==> config.mk <==
export PLATFORM = sky130hd
export DESIGN_NAME = sram_arbiter
export DESIGN_NICKNAME = d
export VERILOG_FILES = /design/src/rtl/audipus_pkg.sv /design/src/rtl/sram_arb_prio.sv /design/src/rtl/sram_arbiter.sv
export SDC_FILE = /design/constraint.sdc
export NUM_CORES = 1
export LEC_CHECK = 0
export ABC_AREA = 1
export CORE_AREA = 2 2 88 90
export CTS_CLUSTER_DIAMETER = 60
export DETAILED_ROUTE_END_ITERATION = 10
export DIE_AREA = 0 0 90 92
export PLACE_DENSITY = 0.78
export SETUP_SLACK_MARGIN = 0.2
export SLEW_MARGIN = 20
export SYNTH_ARGS = -nofsm -noshare
export SYNTH_HDL_FRONTEND = slang
export SYNTH_SLANG_ARGS = --single-unit
export TNS_END_PERCENT = 100
==> constraint.sdc <==
create_clock -name clk -period 1.6 [get_ports clk]
set_input_delay 0.32 -clock clk [delete_from_list [all_inputs] [get_ports clk]]
set_output_delay 0.32 -clock clk [all_outputs]
set_load 0.01 [all_outputs]
==> src/rtl/audipus_pkg.sv <==
// Shared types for the SRAM arbiter: FSM states, owner encoding and default widths.
package audipus_pkg;

   typedef enum logic [1:0] {
      ST_IDLE  = 2'd0,
      ST_ISSUE = 2'd1,
      ST_WAIT  = 2'd2,
      ST_DONE  = 2'd3
   } arb_state_e;

   typedef enum logic {
      OWN_AUD = 1'b0,
      OWN_CPU = 1'b1
   } owner_e;

   localparam int ADDR_W_DEF = 24;
   localparam int DATA_W_DEF = 8;
   localparam int TMO_W      = 8;

endpackage

==> src/rtl/sram_arb_prio.sv <==
// Winner select between audio and CPU, with a saturating counter that bounds
// how many audio grants a pending CPU request can be made to wait behind.
module sram_arb_prio
   import audipus_pkg::*;
#(
   parameter int STARVE_MAX = 4
) (
   input  logic   clk,
   input  logic   reset_n,
   input  logic   aud_req,
   input  logic   cpu_req,
   input  logic   idle,
   input  logic   grant,
   output owner_e winner
);

   localparam int CW = $clog2(STARVE_MAX + 1);

   logic [CW-1:0] starve_cnt;
   logic          starved;

   assign starved = (starve_cnt == CW'(STARVE_MAX));

   always_comb begin
      winner = OWN_AUD;
      if (cpu_req && (!aud_req || starved))
         winner = OWN_CPU;
   end

   // Any grant reaching the increment branch is an audio grant with cpu_req high.
   always_ff @(posedge clk or negedge reset_n) begin
      if (!reset_n)
         starve_cnt <= '0;
      else if ((idle && !cpu_req) || (grant && winner == OWN_CPU))
         starve_cnt <= '0;
      else if (grant && !starved)
         starve_cnt <= starve_cnt + 1'b1;
   end

endmodule

==> src/rtl/sram_arbiter.sv <==
// Two-requester (audio, CPU) arbiter in front of a single-transfer SRAM interface,
// with capture of the winning request, a per-transfer timeout and a sticky error flag.
module sram_arbiter
   import audipus_pkg::*;
#(
   parameter int ADDR_W     = ADDR_W_DEF,
   parameter int DATA_W     = DATA_W_DEF,
   parameter int STARVE_MAX = 4,
   parameter int TIMEOUT    = 255
) (
   input  logic              clk,
   input  logic              reset_n,
   input  logic              aud_req,
   input  logic              aud_we,
   input  logic [ADDR_W-1:0] aud_addr,
   input  logic [DATA_W-1:0] aud_wdata,
   output logic              aud_gnt,
   output logic              aud_done,
   input  logic              cpu_req,
   input  logic              cpu_we,
   input  logic [ADDR_W-1:0] cpu_addr,
   input  logic [DATA_W-1:0] cpu_wdata,
   output logic              cpu_gnt,
   output logic              cpu_done,
   output logic [DATA_W-1:0] rdata,
   output logic              mem_start,
   output logic              mem_we,
   output logic [ADDR_W-1:0] mem_addr,
   output logic [DATA_W-1:0] mem_wdata,
   input  logic              mem_busy,
   input  logic              mem_done,
   input  logic [DATA_W-1:0] mem_rdata,
   output logic              timeout_err,
   input  logic              err_clr,
   output logic              owner
);

   // Counter value on the last WAIT cycle before the transfer is abandoned.
   localparam logic [TMO_W-1:0] TMO_LAST = TMO_W'(TIMEOUT - 1);

   arb_state_e       state_q, state_d;
   owner_e           winner, owner_q;
   logic [TMO_W-1:0] tmo_cnt;
   logic             go, in_wait, tmo_hit, finish;

   assign go      = (state_q == ST_IDLE) && (aud_req || cpu_req) && !mem_busy;
   assign in_wait = (state_q == ST_WAIT);
   assign tmo_hit = in_wait && !mem_done && (tmo_cnt == TMO_LAST);
   assign finish  = in_wait && (mem_done || tmo_hit);
   assign owner   = owner_q;

   sram_arb_prio #(
      .STARVE_MAX (STARVE_MAX)
   ) u_prio (
      .clk     (clk),
      .reset_n (reset_n),
      .aud_req (aud_req),
      .cpu_req (cpu_req),
      .idle    (state_q == ST_IDLE),
      .grant   (go),
      .winner  (winner)
   );

   always_ff @(posedge clk or negedge reset_n) begin
      if (!reset_n)
         state_q <= ST_IDLE;
      else
         state_q <= state_d;
   end

   always_comb begin
      state_d   = state_q;
      mem_start = 1'b0;
      aud_gnt   = 1'b0;
      cpu_gnt   = 1'b0;
      case (state_q)
         ST_IDLE:  if (go) state_d = ST_ISSUE;
         ST_ISSUE: begin
            mem_start = 1'b1;
            aud_gnt   = (owner_q == OWN_AUD);
            cpu_gnt   = (owner_q == OWN_CPU);
            state_d   = ST_WAIT;
         end
         ST_WAIT: begin
            if (mem_done)     state_d = ST_DONE;
            else if (tmo_hit) state_d = ST_IDLE;
         end
         ST_DONE:  state_d = ST_IDLE;
         default:  state_d = ST_IDLE;
      endcase
   end

   // A timeout still produces a done pulse (with zero data) so the requester never hangs.
   always_ff @(posedge clk or negedge reset_n) begin
      if (!reset_n) begin
         owner_q     <= OWN_AUD;
         mem_we      <= 1'b0;
         mem_addr    <= '0;
         mem_wdata   <= '0;
         tmo_cnt     <= '0;
         timeout_err <= 1'b0;
         rdata       <= '0;
         aud_done    <= 1'b0;
         cpu_done    <= 1'b0;
      end else begin
         aud_done <= finish && (owner_q == OWN_AUD);
         cpu_done <= finish && (owner_q == OWN_CPU);

         if (go) begin
            owner_q <= winner;
            if (winner == OWN_CPU) begin
               mem_we    <= cpu_we;
               mem_addr  <= cpu_addr;
               mem_wdata <= cpu_wdata;
            end else begin
               mem_we    <= aud_we;
               mem_addr  <= aud_addr;
               mem_wdata <= aud_wdata;
            end
         end

         if (state_q == ST_ISSUE)
            tmo_cnt <= '0;
         else if (in_wait)
            tmo_cnt <= tmo_cnt + 1'b1;

         if (in_wait && mem_done)
            rdata <= mem_rdata;
         else if (tmo_hit)
            rdata <= '0;

         if (tmo_hit)
            timeout_err <= 1'b1;
         else if (err_clr)
            timeout_err <= 1'b0;
      end
   end

endmodule

After elaboration in Yosys (flattened, before gate mapping). Index checks and enable logic that the tools add are counted.

Output and inout port bits: 48. Logic and storage cells: 67. Input port bits: 81. Register bits after elaboration: 58.

Reductions and logical operators: 27. $add $sub $neg: 2. Bitwise operators: 1. Eq/ne operators: 7. Mux-type cells: 19.

Operator list (count): $mux W8 (5); $mux W24 (1); $logic_and A1 B1 Y1 (12); $add A8 B1 Y8 const B (1); $eq A8 B8 Y1 const B (1); $pmux W2 S4 (1); $reduce_bool A2 Y1 (4); $mux W1 (7); $mux W2 (3); $mux W3 (2); $logic_not A1 Y1 (5); $eq A2 B2 Y1 const B (2); $logic_or A1 B1 Y1 (4); $add A3 B1 Y3 const B (1); $eq A3 B3 Y1 const B (1); $ne A3 B2 Y1 const B (1); $eq A2 B1 Y1 const B (1); $logic_not A2 Y1 (1); $ne A2 B2 Y1 const B (1); $reduce_and A2 Y1 (1); $not A1 Y1 (1).

Longest topological paths before layout. Gate-level depths: netlist of the first run.

Word-level depth: 7. Depth in mapped cells: 10. Mapped depth without buffers: 9.

Modules after synthesis. Synthesis of the first run repeated with hierarchy kept, for this count alone.

Cell total of the unflattened synthesis: 345. Area total of the unflattened synthesis: 2871.5 µm².

Modules (own cells, without submodules): sram_arbiter (sequential area each 1376.3 µm², instances 1, area an instance 2661.3 µm², cells each 316); sram_arb_prio (sequential area each 75.1 µm², instances 1, area an instance 210.2 µm², cells each 29).

Worst setup path after synthesis of the first run. Ideal clock, no wire load.

Path type: register to register. Start: register state_q[0]. End: register tmo_cnt[7]. Data required time: 1487 ps. Arrival time: 1335 ps. Period minus slack after synthesis: 1448 ps. Library setup time: 113 ps. Cell stages (with the launch flop): 10. Setup slack: 152 ps. Buffers on the path: 0. Path through: dfrtp_1 > inv_1 > ha_1 > nand2_1 > nor2_1 > nand3_1 > nand2_1 > nand2_1 > nand2_1 > inv_1.

Cells in the longest elaborated chain, start to end: 2. Elaborated cells between the ends (all ways): 4. Classes of those cells: eq/ne: 2; mux: 1; reduce/logical: 1.

Ends and longest elaborated chain: start, declared (RTL line sram_arbiter.sv:41) `arb_state_e state_q, state_d;`; start signal, assigned (RTL line sram_arbiter.sv:68) `state_q <= state_d;`; $eq A2 B1 Y1 / $eq A2 B2 Y1 (equally long branches) (RTL line sram_arbiter.sv:122, sram_arbiter.sv:47); $mux W8 / $reduce_bool A2 Y1 (equally long branches); end signal, assigned (RTL line sram_arbiter.sv:125) `tmo_cnt <= tmo_cnt + 1'b1;`; end, declared (RTL line sram_arbiter.sv:43) `logic [TMO_W-1:0] tmo_cnt;`.

Parallel ways exist; a longest one is shown, timed or not. A chain may end at the register's enable or synchronous reset.

Final worst setup path of the first run.
Start: register state_q[0]. End: output cpu_gnt.

Cells in the longest elaborated chain, start to end: 2.

Ends and longest elaborated chain: $eq A2 B1 Y1 (RTL line sram_arbiter.sv:76) `case (state_q)`; $mux W1 (RTL line sram_arbiter.sv:76); end, declared (RTL line sram_arbiter.sv:23) `output logic cpu_gnt,`.

Every way passes these cells.

==> out/results.tsv, run 1 <==
stage	metric	value	unit
logic_synthesis	sequential-to-total area share from yosys stat	48.74	%
clocking	Max clock buf depth	2	
clocking	H-Tree Depth	3	
floorplan	die area	8280	sq um
power	Lkg Pwr	2.753	nW
final_layout	Area Growth Syn to Fin	73.15	%
worst_setup_path	crit start category	flip-flop	
timing	Setup WS post-layout	0.04016	ns
floorplan	Die H	92	um
timing	slew margin rel.	69.34	%
final_layout	Inserted Diodes	0	
final_layout	share of cells above drive strength 1	19.29	%
final_layout	fin cells	667	
worst_setup_path	worst path cell trace	ha_4, buf_6, nand2_2, inv_2, buf_6	
logic_synthesis	Post-Syn Instances	405	
worst_setup_path	crit end category	primary output	
power	PD cells	1556	nW/um^2
worst_setup_path	CP Class	flip-flop to primary output	
placement	Placed Area	4469	sq um
floorplan	Initial Utilization	39.99	%
global_route	initial antenna violation count	0	
detailed_routing	via count	3105	
detailed_routing	Routed Antenna Nets	0	
logic_synthesis	Post-synth EDFFs	0	
logic_synthesis	area of the mapped netlist	2978	sq um
global_route	vias in the first global route	2930	
final_layout	commonest non-fill, non-tap cell in the layout	nand2_1	
run	MaxCap Viol Count	0	
placement	PortBufs	128	
timing	Max Freq	0.6411	GHz
worst_setup_path	WP buf/inv	3	
placement	HPWL after DPL	5.966	mm
worst_setup_path	Crit path top cell by count	buf_6	
logic_synthesis	Post-synth ARST share	100.0	%
placement	RePlAce Congestion	0.7882	
worst_setup_path	worst endpoint data arrival time	1.24	ns
logic_synthesis	number of synthesized register bits	58	
detailed_routing	Initial DRC Count	90	
outcome	status	finished, final reports clean	
detailed_routing	# DRC	0	
timing	RSZ-0062 raised after global routing	yes	
worst_setup_path	Max FO, Critical Path	3	
clocking	CTS tree	built	
logic_synthesis	Synth Flop Type	dfrtp_1	
global_route	first-pass GRT wire length	13.05	mm
clocking	clock sink total	58	
clocking	Clock Pin Slew Worst Setup and Hold Paths	0.06	ns
detailed_routing	drt total wl	9.077	mm
logic_synthesis	Synth Net Count	494	
final_layout	layout net count	649	
global_route	aggregate global-route resource usage	19.81	%
detailed_routing	Avg WL per Cell	13.61	um
timing	Final Setup Violations	0	
logic_synthesis	yosys warns	0	
clocking	clk_lat worst skew	0.33	ns
logic_synthesis	Netlist cell types	23	
final_layout	Final Util	69.24	%
timing	Worst Skew	0.004299	ns
clocking	Num CTS Buffers	9	
clocking	root buf cell	clkbuf_8	
min_path	HP Class	flip-flop to flip-flop	
worst_setup_path	CP delay by family, top	flip-flops	
floorplan	die width	90	um
global_route	total grt overflow	0	
floorplan	core box area	7447	sq um
power	Worst VDD drop	740.9	uV
floorplan	# IOs	129	
logic_synthesis	syn_area_per_cell	7.353	sq um
timing	Slew Limit Fails	0	
floorplan	# rows	32	
final_layout	most frequent cells in the layout	nand2_1, clkdlybuf4s50_1, dfrtp_1	
worst_setup_path	Largest stage delay, worst path	0.44	ns
worst_setup_path	slowest CP cell	dfrtp_2	
timing	post-layout minimum cycle time	1.560	ns
placement	DP Cell Count	637	
timing	Hold Fails Final Rpt	0	
detailed_routing	First-pass DRT Iterations	4	
timing	period utilisation layout	97.49	%
timing	Worst Max-Slew Pin Slew	0.4599	ns
detailed_routing	Vias/cell	4.655	
placement	pre-CTS setup slack	-0.02806	ns
worst_setup_path	Worst EP required	1.28	ns
global_route	largest net degree at the start of global routing	46	
final_layout	final instance area	5156	sq um
-- registers in the layout, summed over array words and instances, names as in the netlist --
name and count:
u_prio.starve_cnt 3, state_q 2, mem_wdata 8, aud_done 1, mem_addr 24, owner 1
timeout_err 1, mem_we 1, cpu_done 1, rdata 8, tmo_cnt 8
-- stage by stage --
stage | hold slack (ns) | power (mW) | TNS (ns)
floorplan | 0.02441 | 3.985 | 0
global route | 0.5147 | 8.510 | -0.01288
global placement | 0.2868 | 5.700 | -0.008488
finish | 0.4792 | 8.021 | 0
CTS | 0.4884 | 7.472 | 0
detailed placement | 0.2969 | 5.828 | -0.1368
-- layout make-up --
type / instances / area, sq um
fill: 628 / 2291
clock buffer: 11 / 141.4
tap: 102 / 127.6
sequential: 58 / 1453
clock inverter: 5 / 125.1
timing repair buffer: 159 / 1610
multi-input combinational: 275 / 1471
inverter: 57 / 227.7
-- timing repair --
item                                   CTS  global route
resized for setup                       69            77
setup endpoints to repair               99            59
endpoints found under the hold margin   18             0
pin swaps                                2            41
setup buffers                            4             3
gates cloned                             0             6
hold buffers                             1             0
-- layer usage --
metal	up-vias	GRT usage (%)	wire length (um)
li1	1538	-	-
met2	105	35.71	4696
met1	1447	21.87	3668
met4	0	8.205	144
met3	15	5.752	568
met5	-	0	0
-- Yosys cell counts (4+ instances only) --
cell type	number	share of area, %
nand2_1	151	19
dfrtp_1	58	49
inv_1	55	6.9
nor2_1	43	5.4
o21ai_1	30	5.0
nand3_1	16	2.7
o21ai_0	10	1.7
ha_1	8	3.4
a21oi_1	6	1.0
buf_2	6	1.0
buf_4	4	1.0
-- path summary, 6_finish.rpt --
path | start | to | slack [ns] | cells past startpoint
max | state_q[0]$_DFFE_PN0P_ | cpu_gnt | 0.04 | 5
min | mem_addr[3]$_DFFE_PN0P_ | mem_addr[3]$_DFFE_PN0P_ | 0.48 | 2
max reg2reg | state_q[1]$_DFFE_PN0P_ | mem_addr[12]$_DFFE_PN0P_ | 0.07 | 10
min reg2reg | mem_addr[3]$_DFFE_PN0P_ | mem_addr[3]$_DFFE_PN0P_ | 0.48 | 2
max in group asynchronous | reset_n | state_q[0]$_DFFE_PN0P_ | 0.50 | 3
min in group asynchronous | reset_n | mem_addr[17]$_DFFE_PN0P_ | 0.51 | 2
-- cells by family after synthesis --
group	count (synthesis)	synth area share (%)
buffers and inverters	72	10.42
XOR/XNOR	1	0.2942
adder cells (fa/ha/maj)	8	3.361
flip-flops	58	48.74
AO/OA/AOI/OAI	48	8.193
AND/OR/NAND/NOR	218	28.99
-- tightest hold or removal path: stages, from the launching register on --
cell and delay (ns):
dfrtp_1 0.34, nand2_1 0.06, o21ai_2 0.05
-- power breakdown --
part | switching (mW) | internal, mW | total (mW)
combinational | 1.92 | 1.81 | 3.73
sequential | 0.386 | 2.09 | 2.47
clock | 0.583 | 1.23 | 1.82
Power figures use the tool's default switching activity.
==> run 2, diff against run 1 <==
CORE_AREA = 2 2 90 92   (was 2 2 88 90)
DIE_AREA = 0 0 92 94   (was 0 0 90 92)
PLACE_DENSITY = 0.75   (was 0.78)
==> run 2 against run 1 <==
- the run now ends with setup timing left
- critical endpoint is now mem_addr[23]$_DFFE_PN0P_
- core utilization rose by 3.0 points
- via count grew 6.6%
- worst hold slack improved by 0.0016 ns
- highest routed layer unchanged
- global-route usage rose by 0.72 points
==> out/results.tsv, run 2 (synthesis gave the netlist of run 1 again) <==
stage	metric	value	unit	change
timing	Setup WS post-layout	-0.01433	ns	-0.05449 ns
floorplan	# IOs	129		unchanged
floorplan	Initial Utilization	39.14	%	-0.84 points
detailed_routing	First-pass DRT Iterations	4		unchanged
clocking	Num CTS Buffers	9		unchanged
global_route	first-pass GRT wire length	14.02	mm	+7.5%
final_layout	most frequent cells in the layout	nand2_1, clkdlybuf4s50_1, dfrtp_1		
timing	post-layout minimum cycle time	1.614	ns	+0.05449 ns
clocking	Clock Pin Slew Worst Setup and Hold Paths	0.06	ns	about the same
final_layout	share of cells above drive strength 1	26.75	%	+7.5 points
worst_setup_path	Worst EP required	1.84	ns	+0.56 ns
clocking	Max clock buf depth	2		unchanged
detailed_routing	drt total wl	10.30	mm	+13%
worst_setup_path	crit start category	flip-flop		
timing	Hold Fails Final Rpt	0		unchanged
floorplan	# rows	32		unchanged
global_route	largest net degree at the start of global routing	59		+28%
floorplan	Die H	94	um	+2.2%
timing	RSZ-0062 raised after global routing	yes		
detailed_routing	via count	3309		+6.6%
final_layout	Inserted Diodes	0		unchanged
worst_setup_path	Max FO, Critical Path	6		+3
worst_setup_path	crit end category	flip-flop		
detailed_routing	Avg WL per Cell	14.94	um	+9.8%
detailed_routing	Routed Antenna Nets	0		unchanged
timing	Final Setup Violations	1		+1
placement	HPWL after DPL	5.831	mm	-2.3%
final_layout	Most flops, register	mem_addr		
final_layout	layout net count	671		+3.4%
timing	Max Freq	0.6195	GHz	-3.4%
detailed_routing	Initial DRC Count	144		+60%
floorplan	core box area	7607	sq um	+2.2%
final_layout	Area Growth Syn to Fin	84.50	%	
timing	Worst Skew	0.006805	ns	+0.002506 ns
power	Worst VDD drop	551.3	uV	-26%
detailed_routing	# DRC	0		unchanged
clocking	root buf cell	clkbuf_8		
min_path	HP Class	flip-flop to flip-flop		
timing	Slew Limit Fails	0		unchanged
worst_setup_path	worst endpoint data arrival time	1.86	ns	+0.62 ns
timing	setup TNS	-0.01433	ns	-0.01433 ns
power	Lkg Pwr	2.888	nW	+4.9%
timing	slew margin rel.	78.92	%	+9.6 points
placement	PortBufs	128		unchanged
power	post-layout total power	8.045	mW	+0.30%
clocking	CTS tree	built		
placement	pre-CTS setup slack	-0.09660	ns	-0.06853 ns
global_route	total grt overflow	0		unchanged
global_route	initial antenna violation count	0		unchanged
final_layout	commonest non-fill, non-tap cell in the layout	nand2_1		
worst_setup_path	Worst R2R Setup Slack	-0.01	ns	-0.08 ns
clocking	clk_lat worst skew	0.33	ns	about the same
global_route	vias in the first global route	2953		+0.78%
placement	RePlAce Congestion	0.7378		-6.4%
floorplan	die width	92	um	+2.2%
outcome	violated checks	setup timing		
clocking	H-Tree Depth	3		unchanged
floorplan	die area	8648	sq um	+4.4%
outcome	status	complete, but fails checks		
worst_setup_path	CP Class	flip-flop to flip-flop		
global_route	aggregate global-route resource usage	20.53	%	+0.72 points
power	PD cells	1464	nW/um^2	-5.9%
detailed_routing	Vias/cell	4.803		+3.2%
final_layout	max FFs per register	24		unchanged
run	MaxCap Viol Count	0		unchanged
clocking	clock sink total	58		unchanged
timing	period utilisation layout	100.9	%	+3.4 points
timing	Worst Max-Slew Pin Slew	0.3129	ns	-0.1470 ns
run 2: cell count changes in the layout (fill, tap and decap cells not counted), moves of 4 or more:
cell	before	now
buf_4	15	26
bufinv_16	4	0
clkbuf_8	10	14
inv_1	50	46
inv_2	5	9
nand2_1	128	117
nand2_2	8	16
nand3_1	14	10
nor2_1	41	34
nor2_2	2	8
run 2: worst paths after layout:
kind | start | endpoint | cells after the start
setup / recovery | state_q[1]$_DFFE_PN0P_ | mem_addr[23]$_DFFE_PN0P_ | 11
hold / removal | mem_addr[12]$_DFFE_PN0P_ | mem_addr[12]$_DFFE_PN0P_ | 2
setup reg to reg | state_q[1]$_DFFE_PN0P_ | mem_addr[23]$_DFFE_PN0P_ | 11
hold reg to reg | mem_addr[12]$_DFFE_PN0P_ | mem_addr[12]$_DFFE_PN0P_ | 2
max in group asynchronous | reset_n | state_q[0]$_DFFE_PN0P_ | 3
min in group asynchronous | reset_n | tmo_cnt[1]$_DFFE_PN0P_ | 3
run 2: worst max-delay path: stages (launching register included):
cell	delay (ns)
dfrtp_1	0.40
inv_2	0.10
buf_6	0.11
ha_4	0.13
inv_2	0.04
nor2_4	0.11
nand2_4	0.10
clkinv_8	0.09
buf_12	0.11
buf_16	0.12
nand2_2	0.05
o21ai_1	0.16
run 2: timing repair:
item                                    in CTS  in global routing
endpoints found under the setup margin     101                 57
hold buffers                                 1                  0
hold endpoints to repair                     2                  0
pin swaps                                    7                 33
resized for setup                           96                 88
gates cloned                                 3                 10
buffers inserted                            14                  9
run 2: where the power goes:
group | switching [mW] | total (mW) | internal, mW
Combinational | 2.10 | 4.23 | 2.12
Sequential | 0.383 | 2.47 | 2.09
Clock | 0.573 | 1.35 | 0.773
Total | 3.06 | 8.05 | 4.98
run 2: per-layer routing:
metal | vias to the layer above | global-route usage [%] | share of wire, %
met5 | - | 0 | 0
met4 | 0 | 6.343 | 1.8
met3 | 21 | 4.494 | 6.0
met2 | 129 | 36.64 | 53
met1 | 1566 | 24.81 | 39
li1 | 1593 | - | -
run 2: through the flow:
stage	instance area (sq um)	util, %	hold WS [ns]	cells
global route	5494	72.22	0.5059	689
finish	5494	72.22	0.4808	689
global placement	4474	58.82	0.3461	636
floorplan	2982	-	0.02441	405
CTS	4911	64.56	0.4894	670
detailed placement	4474	58.82	0.3515	636
run 2: final cells by class:
type / instances / area (sq um)
sequential: 58 / 1453
inverter: 57 / 227.7
fill: 577 / 2113
tap: 102 / 127.6
clock buffer: 15 / 196.4
multi-input combinational: 276 / 1603
clock inverter: 1 / 5.005
timing repair buffer: 180 / 1882
==> run 3, diff against run 2 <==
HOLD_SLACK_MARGIN = 0.05   (was default)
==> results of run 3 <==
The final DEF is identical to that of run 2; final timing and power are the same.
